File: config.mk
export PLATFORM = sky130hd
export DESIGN_NAME = simon_iterative_cipher_core
export DESIGN_NICKNAME = d
export VERILOG_FILES = /design/src/rtl/simon_pkg.sv /design/src/rtl/simon_key_schedule.sv /design/src/rtl/simon_iterative_cipher_core.sv
export SDC_FILE = /design/constraint.sdc
export NUM_CORES = 1
export LEC_CHECK = 0
export BUFFER_PORTS_ARGS = -buffer_cell sky130_fd_sc_hd__buf_4
export CAP_MARGIN = 15
export CELL_PAD_IN_SITES_DETAIL_PLACEMENT = 0
export CELL_PAD_IN_SITES_GLOBAL_PLACEMENT = 2
export CORE_ASPECT_RATIO = 0.75
export CORE_UTILIZATION = 32
export CTS_BUF_LIST = sky130_fd_sc_hd__clkbuf_4 sky130_fd_sc_hd__clkbuf_8
export DETAILED_ROUTE_END_ITERATION = 8
export PLACE_DENSITY = 0.77
export REMOVE_ABC_BUFFERS = 1
export SYNTH_ARGS = -nofsm -noshare
export SYNTH_HDL_FRONTEND = slang
export SYNTH_SLANG_ARGS = --single-unit
File: constraint.sdc
create_clock -name clk -period 3.25 [get_ports clk]
set_input_delay 0.65 -clock clk [delete_from_list [all_inputs] [get_ports clk]]
set_output_delay 0.65 -clock clk [all_outputs]
set_load 0.02 [all_outputs]
File: src/rtl/simon_pkg.sv
// SIMON32/64 shared constants and helpers.
// Holds the fixed cipher geometry (16-bit words, 4 key words, 32 rounds),
// the z0 round-constant sequence, the key-schedule constant C, and the
// word rotation and round function f() used by the datapath.
package simon_pkg;

    localparam int WORD_W     = 16;
    localparam int KEY_WORDS  = 4;
    localparam int NUM_ROUNDS = 32;

    // z0 sequence with bit i holding sequence element i.
    // The literal is the published sequence written back-to-front, so that
    // the first sequence element ends up at the LSB.
    localparam logic [61:0] Z0 =
        62'b01_1001110000_1101010010_0010111110_1100111000_0110101001_0001011111;

    // ~k0 ^ 3 is folded into k0 ^ C.
    localparam logic [WORD_W-1:0] C = 16'hFFFC;

    function automatic logic [WORD_W-1:0] rotl(input logic [WORD_W-1:0] w, input int n);
        return (w << n) | (w >> (WORD_W - n));
    endfunction

    function automatic logic [WORD_W-1:0] rotr(input logic [WORD_W-1:0] w, input int n);
        return (w >> n) | (w << (WORD_W - n));
    endfunction

    // SIMON round function: (x<<<1 & x<<<8) ^ x<<<2
    function automatic logic [WORD_W-1:0] simon_f(input logic [WORD_W-1:0] x);
        return (rotl(x, 1) & rotl(x, 8)) ^ rotl(x, 2);
    endfunction

endpackage

File: src/rtl/simon_key_schedule.sv
// SIMON32/64 on-the-fly key schedule.
// Holds the four live key words k0..k3 and advances them by one word per
// round. The round key consumed by the datapath is always k0.
// Ports:
//   clk, rst   - clock and asynchronous active-high reset
//   load       - capture a fresh key instead of advancing
//   key        - {k3,k2,k1,k0}
//   count      - round index selecting the z0 bit for this round
//   round_key  - k0, the key for the round performed this cycle
module simon_key_schedule
    import simon_pkg::*;
(
    input  logic                clk,
    input  logic                rst,
    input  logic                load,
    input  logic [63:0]         key,
    input  logic [4:0]          count,
    output logic [WORD_W-1:0]   round_key
);

    logic [WORD_W-1:0] k0, k1, k2, k3;
    logic [WORD_W-1:0] tmp_a;
    logic [WORD_W-1:0] tmp_b;
    logic [WORD_W-1:0] k_new;
    logic              z_bit;

    // Next key word: the newest word k3 mixes with k1 through two rotations,
    // then the oldest word k0 and the round constant are folded in.
    always_comb begin
        tmp_a = '0;
        tmp_b = '0;
        z_bit = 1'b0;
        k_new = '0;
        tmp_a = rotr(k3, 3) ^ k1;
        tmp_b = tmp_a ^ rotr(tmp_a, 1);
        z_bit = Z0[{1'b0, count}];
        k_new = k0 ^ tmp_b ^ C ^ {{(WORD_W-1){1'b0}}, z_bit};
    end

    // Key register bank: load overrides advancing; otherwise the words
    // shift down by one each round with the new word entering at k3.
    always_ff @(posedge clk or posedge rst) begin
        if (rst) begin
            k0 <= '0;
            k1 <= '0;
            k2 <= '0;
            k3 <= '0;
        end else if (load) begin
            k3 <= key[63:48];
            k2 <= key[47:32];
            k1 <= key[31:16];
            k0 <= key[15:0];
        end else begin
            k0 <= k1;
            k1 <= k2;
            k2 <= k3;
            k3 <= k_new;
        end
    end

    assign round_key = k0;

endmodule

File: src/rtl/simon_iterative_cipher_core.sv
// SIMON32/64 encryption core, one Feistel round per clock.
// After a load edge, 32 round edges with count = 0..31 leave the ciphertext
// in the state registers. Rounds run on every non-load edge; the controller
// decides when to stop clocking or reload.
// Ports:
//   clk, rst    - clock and asynchronous active-high reset
//   load        - capture plaintext and key (takes priority over a round)
//   plaintext   - {x,y}, x in [31:16]
//   key         - {k3,k2,k1,k0}
//   count       - round index for the round performed this cycle
//   ciphertext  - live {x,y} state
module simon_iterative_cipher_core
    import simon_pkg::*;
(
    input  logic        clk,
    input  logic        rst,
    input  logic        load,
    input  logic [31:0] plaintext,
    input  logic [63:0] key,
    input  logic [4:0]  count,
    output logic [31:0] ciphertext
);

    logic [WORD_W-1:0] x;
    logic [WORD_W-1:0] y;
    logic [WORD_W-1:0] round_key;

    simon_key_schedule u_key_schedule (
        .clk       (clk),
        .rst       (rst),
        .load      (load),
        .key       (key),
        .count     (count),
        .round_key (round_key)
    );

    // Feistel state: load takes the plaintext directly, otherwise the left
    // word absorbs f(x), the right word and the round key, and the old left
    // word moves right.
    always_ff @(posedge clk or posedge rst) begin
        if (rst) begin
            x <= '0;
            y <= '0;
        end else if (load) begin
            x <= plaintext[31:16];
            y <= plaintext[15:0];
        end else begin
            x <= y ^ simon_f(x) ^ round_key;
            y <= x;
        end
    end

    assign ciphertext = {x, y};

endmodule

-- Yosys cells after proc, flatten, opt, wreduce, memory -nomap -nowiden
Memory sizes are Yosys's and may differ from the RTL's.
Cells that the tools add are included.
Widths: inputs -> output; s select.
- register bits: 96
- memory bits (read-only): 32
- bits of input ports: 104
- memories: 1
- magnitude comparators: 1
- multiplexer cells: 7
- bitwise operators: 14
- memories (name ; words ; width ; read ports ; clocked after memory_dff ; write ports ; line ; source):
    (name not given) ; 32 ; 1 ; 1 ; 0 ; 0 ; simon_key_schedule.sv:36 ; z_bit = Z0[{1'b0, count}];
- operator list (operator ; number):
    $mux 16 ; 6
    $xor 16x16->16 ; 6
    $and 16x16->16 ; 1
    $or 13x16->16 ; 1
    $or 15x16->16 ; 1
    $or 16x1->16 ; 1
    $or 16x2->16 ; 1
    $or 16x8->16 ; 1
    $xor 16x1->16 ; 1
    $not 14->14 ; 1
    $lt 5x7->1 const B ; 1
    $mux 1 ; 1

-- Logic depth before layout (Yosys ltp)
- depth after elaboration: 8
- gate-level depth with buffers: 6
- mapped depth without buffers: 6

-- Cells and area by module
A second synthesis with hierarchy kept.
- cell total of the unflattened synthesis: 331
- area total of the unflattened synthesis: 4665.7 um2
- modules (own cells, without submodules) (module ; times used ; cells each ; area an instance (um2) ; seq. area each (um2)):
    simon_key_schedule ; 1 ; 214 ; 2921.6 ; 1601.5
    simon_iterative_cipher_core ; 1 ; 117 ; 1744.2 ; 800.8

-- Worst setup path after synthesis
No wires, ideal clock.
- kind: input to register
- start point: input port count[0]
- end point: register u_key_schedule.k3[0]
- setup time: 0.129 ns
- data arrival time: 1.628 ns
- path slack: 1.493 ns
- stages: 6
- path buffers: 0
- cell sequence: inv_1 -> ha_1 -> nor2b_1 -> o32ai_1 -> o211ai_2 -> nor3b_1
- longest elaborated chain between the ends: 4
- ends and longest elaborated chain (element ; line ; source):
    start: declaration ; simon_iterative_cipher_core.sv:20 ; input logic [4:0] count,
    $mem_v2 32x1 ; -- ;
    $mux 1 (not written as such) ; simon_key_schedule.sv:36 ;
    $xor 16x1->16 ; simon_key_schedule.sv:37 ; k_new = k0 ^ tmp_b ^ C ^ {{(WORD_W-1){1'b0}}, z_bit};
    $mux 16 ; simon_key_schedule.sv:48 ; end else if (load) begin
    end signal: assignment ; simon_key_schedule.sv:49 ; k3 <= key[63:48];
    end signal: assignment ; simon_key_schedule.sv:57 ; k3 <= k_new;
    end: declaration ; simon_key_schedule.sv:21 ; logic [WORD_W-1:0] k0, k1, k2, k3;
Every way passes these cells. The select of a mux whose other input is x is not followed.

-- Final worst setup path
- start point: register x[10]
- end point: output port ciphertext[26]
- RTL lines (element ; line ; source):
    start: declaration ; simon_iterative_cipher_core.sv:24 ; logic [WORD_W-1:0] x;
    start signal: assignment ; simon_iterative_cipher_core.sv:45 ; x <= plaintext[31:16];
    start signal: assignment ; simon_iterative_cipher_core.sv:48 ; x <= y ^ simon_f(x) ^ round_key;
    end: declaration ; simon_iterative_cipher_core.sv:21 ; output logic [31:0] ciphertext
No word-level cell between the ends.

==> flow_metrics.tcl <==
set metrics [dict create \
    avgViaCountPerCell 4.51 \
    diodes 0 \
    cts_resized 0 \
    relSlewSlack 0.480 \
    synth.avg_cell_area_um2 13.3 \
    hold_buffers 0 \
    drive_above_1_share 0.505 \
    nFillCells 1359 \
    initial_core_util 0.331 \
    drv_cap 0 \
    combPwrFrac 0.487 \
    report.final.hold_viol_count 0 \
    clock_path_buffers 2 \
    p_leak_nw 2.58 \
    routed_wl_um 11700 \
    grt_pass1_vias 3253 \
    p_seq_frac 0.371 \
    power_density_nw_per_um2 918 \
    coreArea_um2 13800 \
    vias 2977 \
    status "finished, final reports clean" \
    path_clk_slew_ns 0.09 \
    tightestPinTransition_ns 0.780 \
    p_clk_frac 0.142 \
    die_w_um 140 \
    yosysMostFrequentCell "dfrtp_1" \
    fin_skew_ns 0.0107 \
    synth_cell_type_count 21 \
    synth-edff-count 0 \
    pre_cts_ws_ns 1.17 \
    switchingPower_mw 2.02 \
    ys_seq_area_frac 0.526 \
    grt.total_usage 0.170 \
    synth_top_flop_cell "dfrtp_1" \
    setup_viol 0 \
    cp.depth 1 \
    reg2regPathDepth 4 \
    setup_ws_ns 1.53 \
    criticalPathCategory "register to output pin" \
    min_period_ns 1.72 \
    crit_path_end_kind "output pin" \
    dieArea_um2 14800 \
    place_hpwl_um 9200 \
    numCtsBuffers 9 \
    port_buffers 135 \
    netlist_instances 342 \
    yosysWarnings 0 \
    internal_power_mw 3.47 \
    cpPeakStageDelay_ns 0.50 \
    dr.pass1.iters 6 \
    syn_to_final_growth_pct 30.9 \
    p_sw_frac 0.367 \
    start_kind "register" \
    synth_top_area_frac 0.526 \
    cp_top_family "flip-flops" \
    cp.buffers_inverters 1 \
    maxSlewViolCount 0 \
    synth-seq-cells 96 \
    finalCritPeriodShare 0.528 \
    cp_max_fo 5 \
    rsz0062_at_grt "no" \
    cp.arrival_ns 1.07 \
    finalNetCount 587 \
    irDropWorstVdd_v 0.000251 \
    clkLatencyLatePin_ns 0.36 \
    cp_cell_sequence "buf_4" \
    cts_sinks 96 \
    yosysTopAreaCell "dfrtp_1" \
    hold_class "input pin to async pin" \
    first_iter_violations 113 \
    hold_slack_ns 0.430 \
    gp_congestion 0.802 \
    clock-root-buffer "clkbuf_8" \
    grt_max_degree 62 \
    wl_per_cell_um 17.7 \
    fin_setup_tns_ns 0 \
    io_pins 136 \
    synth_area_um2 4560 \
    synth_top_cells_by_count "96 x dfrtp_1, 87 x mux2_2, 87 x xnor2_1" \
    ant_nets 0 \
    cts_tree "built" \
    cts_max_level 3 \
    p_total_mw 5.49 \
    drc 0 \
    rows 37 \
    fmax_ghz 0.583 \
    grt.overflow.total 0 \
    antenna_found_initial 0 \
    cts_setup_buffers 0 \
    dieHeight_um 105 \
    async_reset_ff_frac 1.00 \
    worst_path_max_delay_cell "dfrtp_1" \
    ys_top_cells_by_area "dfrtp_1 53%, mux2_2 21%, xnor2_1 17%" \
    grt_pass1_wl_um 18400 \
    critPathRequiredTime_ns 2.60 \
]
[layout by cell type, fill, tap and decap left out, drive strengths merged, types with 2 or more instances in the layout]
cell type,count
nor2b,2
clkbuf,10
clkinvlp,2
mux2,87
a21oi,8
clkinv,3
inv,3
buf,139
nor2,9
nor3b,2
nand2,18
dfrtp,96
xor2,7
xnor2,88
ha,3
[power groups by stage]
stage | clock [mW] | sequential, mW | combinational (mW)
2_1_floorplan | 0 | 2.10 | 1.83
3_3_place_gp | 0 | 2.07 | 2.66
3_5_place_dp | 0 | 2.08 | 2.68
4_1_cts | 0.795 | 2.05 | 2.71
5_1_grt | 0.849 | 2.10 | 2.92
6_report | 0.780 | 2.04 | 2.67
[worst paths after layout]
check	startpoint	slack, ns	to
setup / recovery	x[10]	1.53	ciphertext[26]
hold / removal	rst	0.43	x[12]
setup reg to reg	u_key_schedule.k3[4]	1.79	u_key_schedule.k3[0]
hold reg to reg	u_key_schedule.k2[0]	0.49	u_key_schedule.k1[0]
max in group asynchronous	rst	2.13	y[15]
min in group clk	u_key_schedule.k2[0]	0.49	u_key_schedule.k1[0]
[layout make-up]
type | count | area, um2 | share of cell area
clock inverter | 6 | 60.1 | 0.0100
multi-input combinational | 231 | 2090 | 0.350
clock buffer | 10 | 131 | 0.0220
tap | 175 | 219 | 0.0366
timing repair buffer | 139 | 1060 | 0.177
sequential | 96 | 2400 | 0.402
inverter | 3 | 13.8 | 0.00230
[layer usage]
layer / global-route usage / part of all wire / wire [um] / vias up
met1: 0.245 / 0.51 / 5940 / 1453
met5: 0 / 0 / 0 / -
met2: 0.256 / 0.43 / 5060 / 101
met4: 0.0283 / 0.0030 / 35 / 0
met3: 0.0463 / 0.058 / 683 / 5
li1: - / - / - / 1418
[logic make-up after synthesis]
group           synth area share
compound gates            0.0162
fa+ha+maj                0.00822
mux                        0.215
simple gates              0.0310
flops                      0.526
xor+xnor                   0.189
buf+inv                   0.0148
[flip-flops by register name, indices dropped and copies added (netlist names)]
register                  flops
y                            16
u_key_schedule.k1            16
x                            16
u_key_schedule.k3            16
u_key_schedule.k2            16
u_key_schedule.round_key     16
[per-stage QoR]
| stage | std cells | instance area [um2] | util |
|---|---|---|---|
| 2_1_floorplan | 330 | 4510 | - |
| 5_1_grt | 660 | 5980 | 0.433 |
| 3_5_place_dp | 644 | 5790 | 0.419 |
| 6_report | 660 | 5980 | 0.433 |
| 3_3_place_gp | 644 | 5790 | 0.419 |
| 4_1_cts | 660 | 5980 | 0.433 |
(Power assumes the default switching activity.)
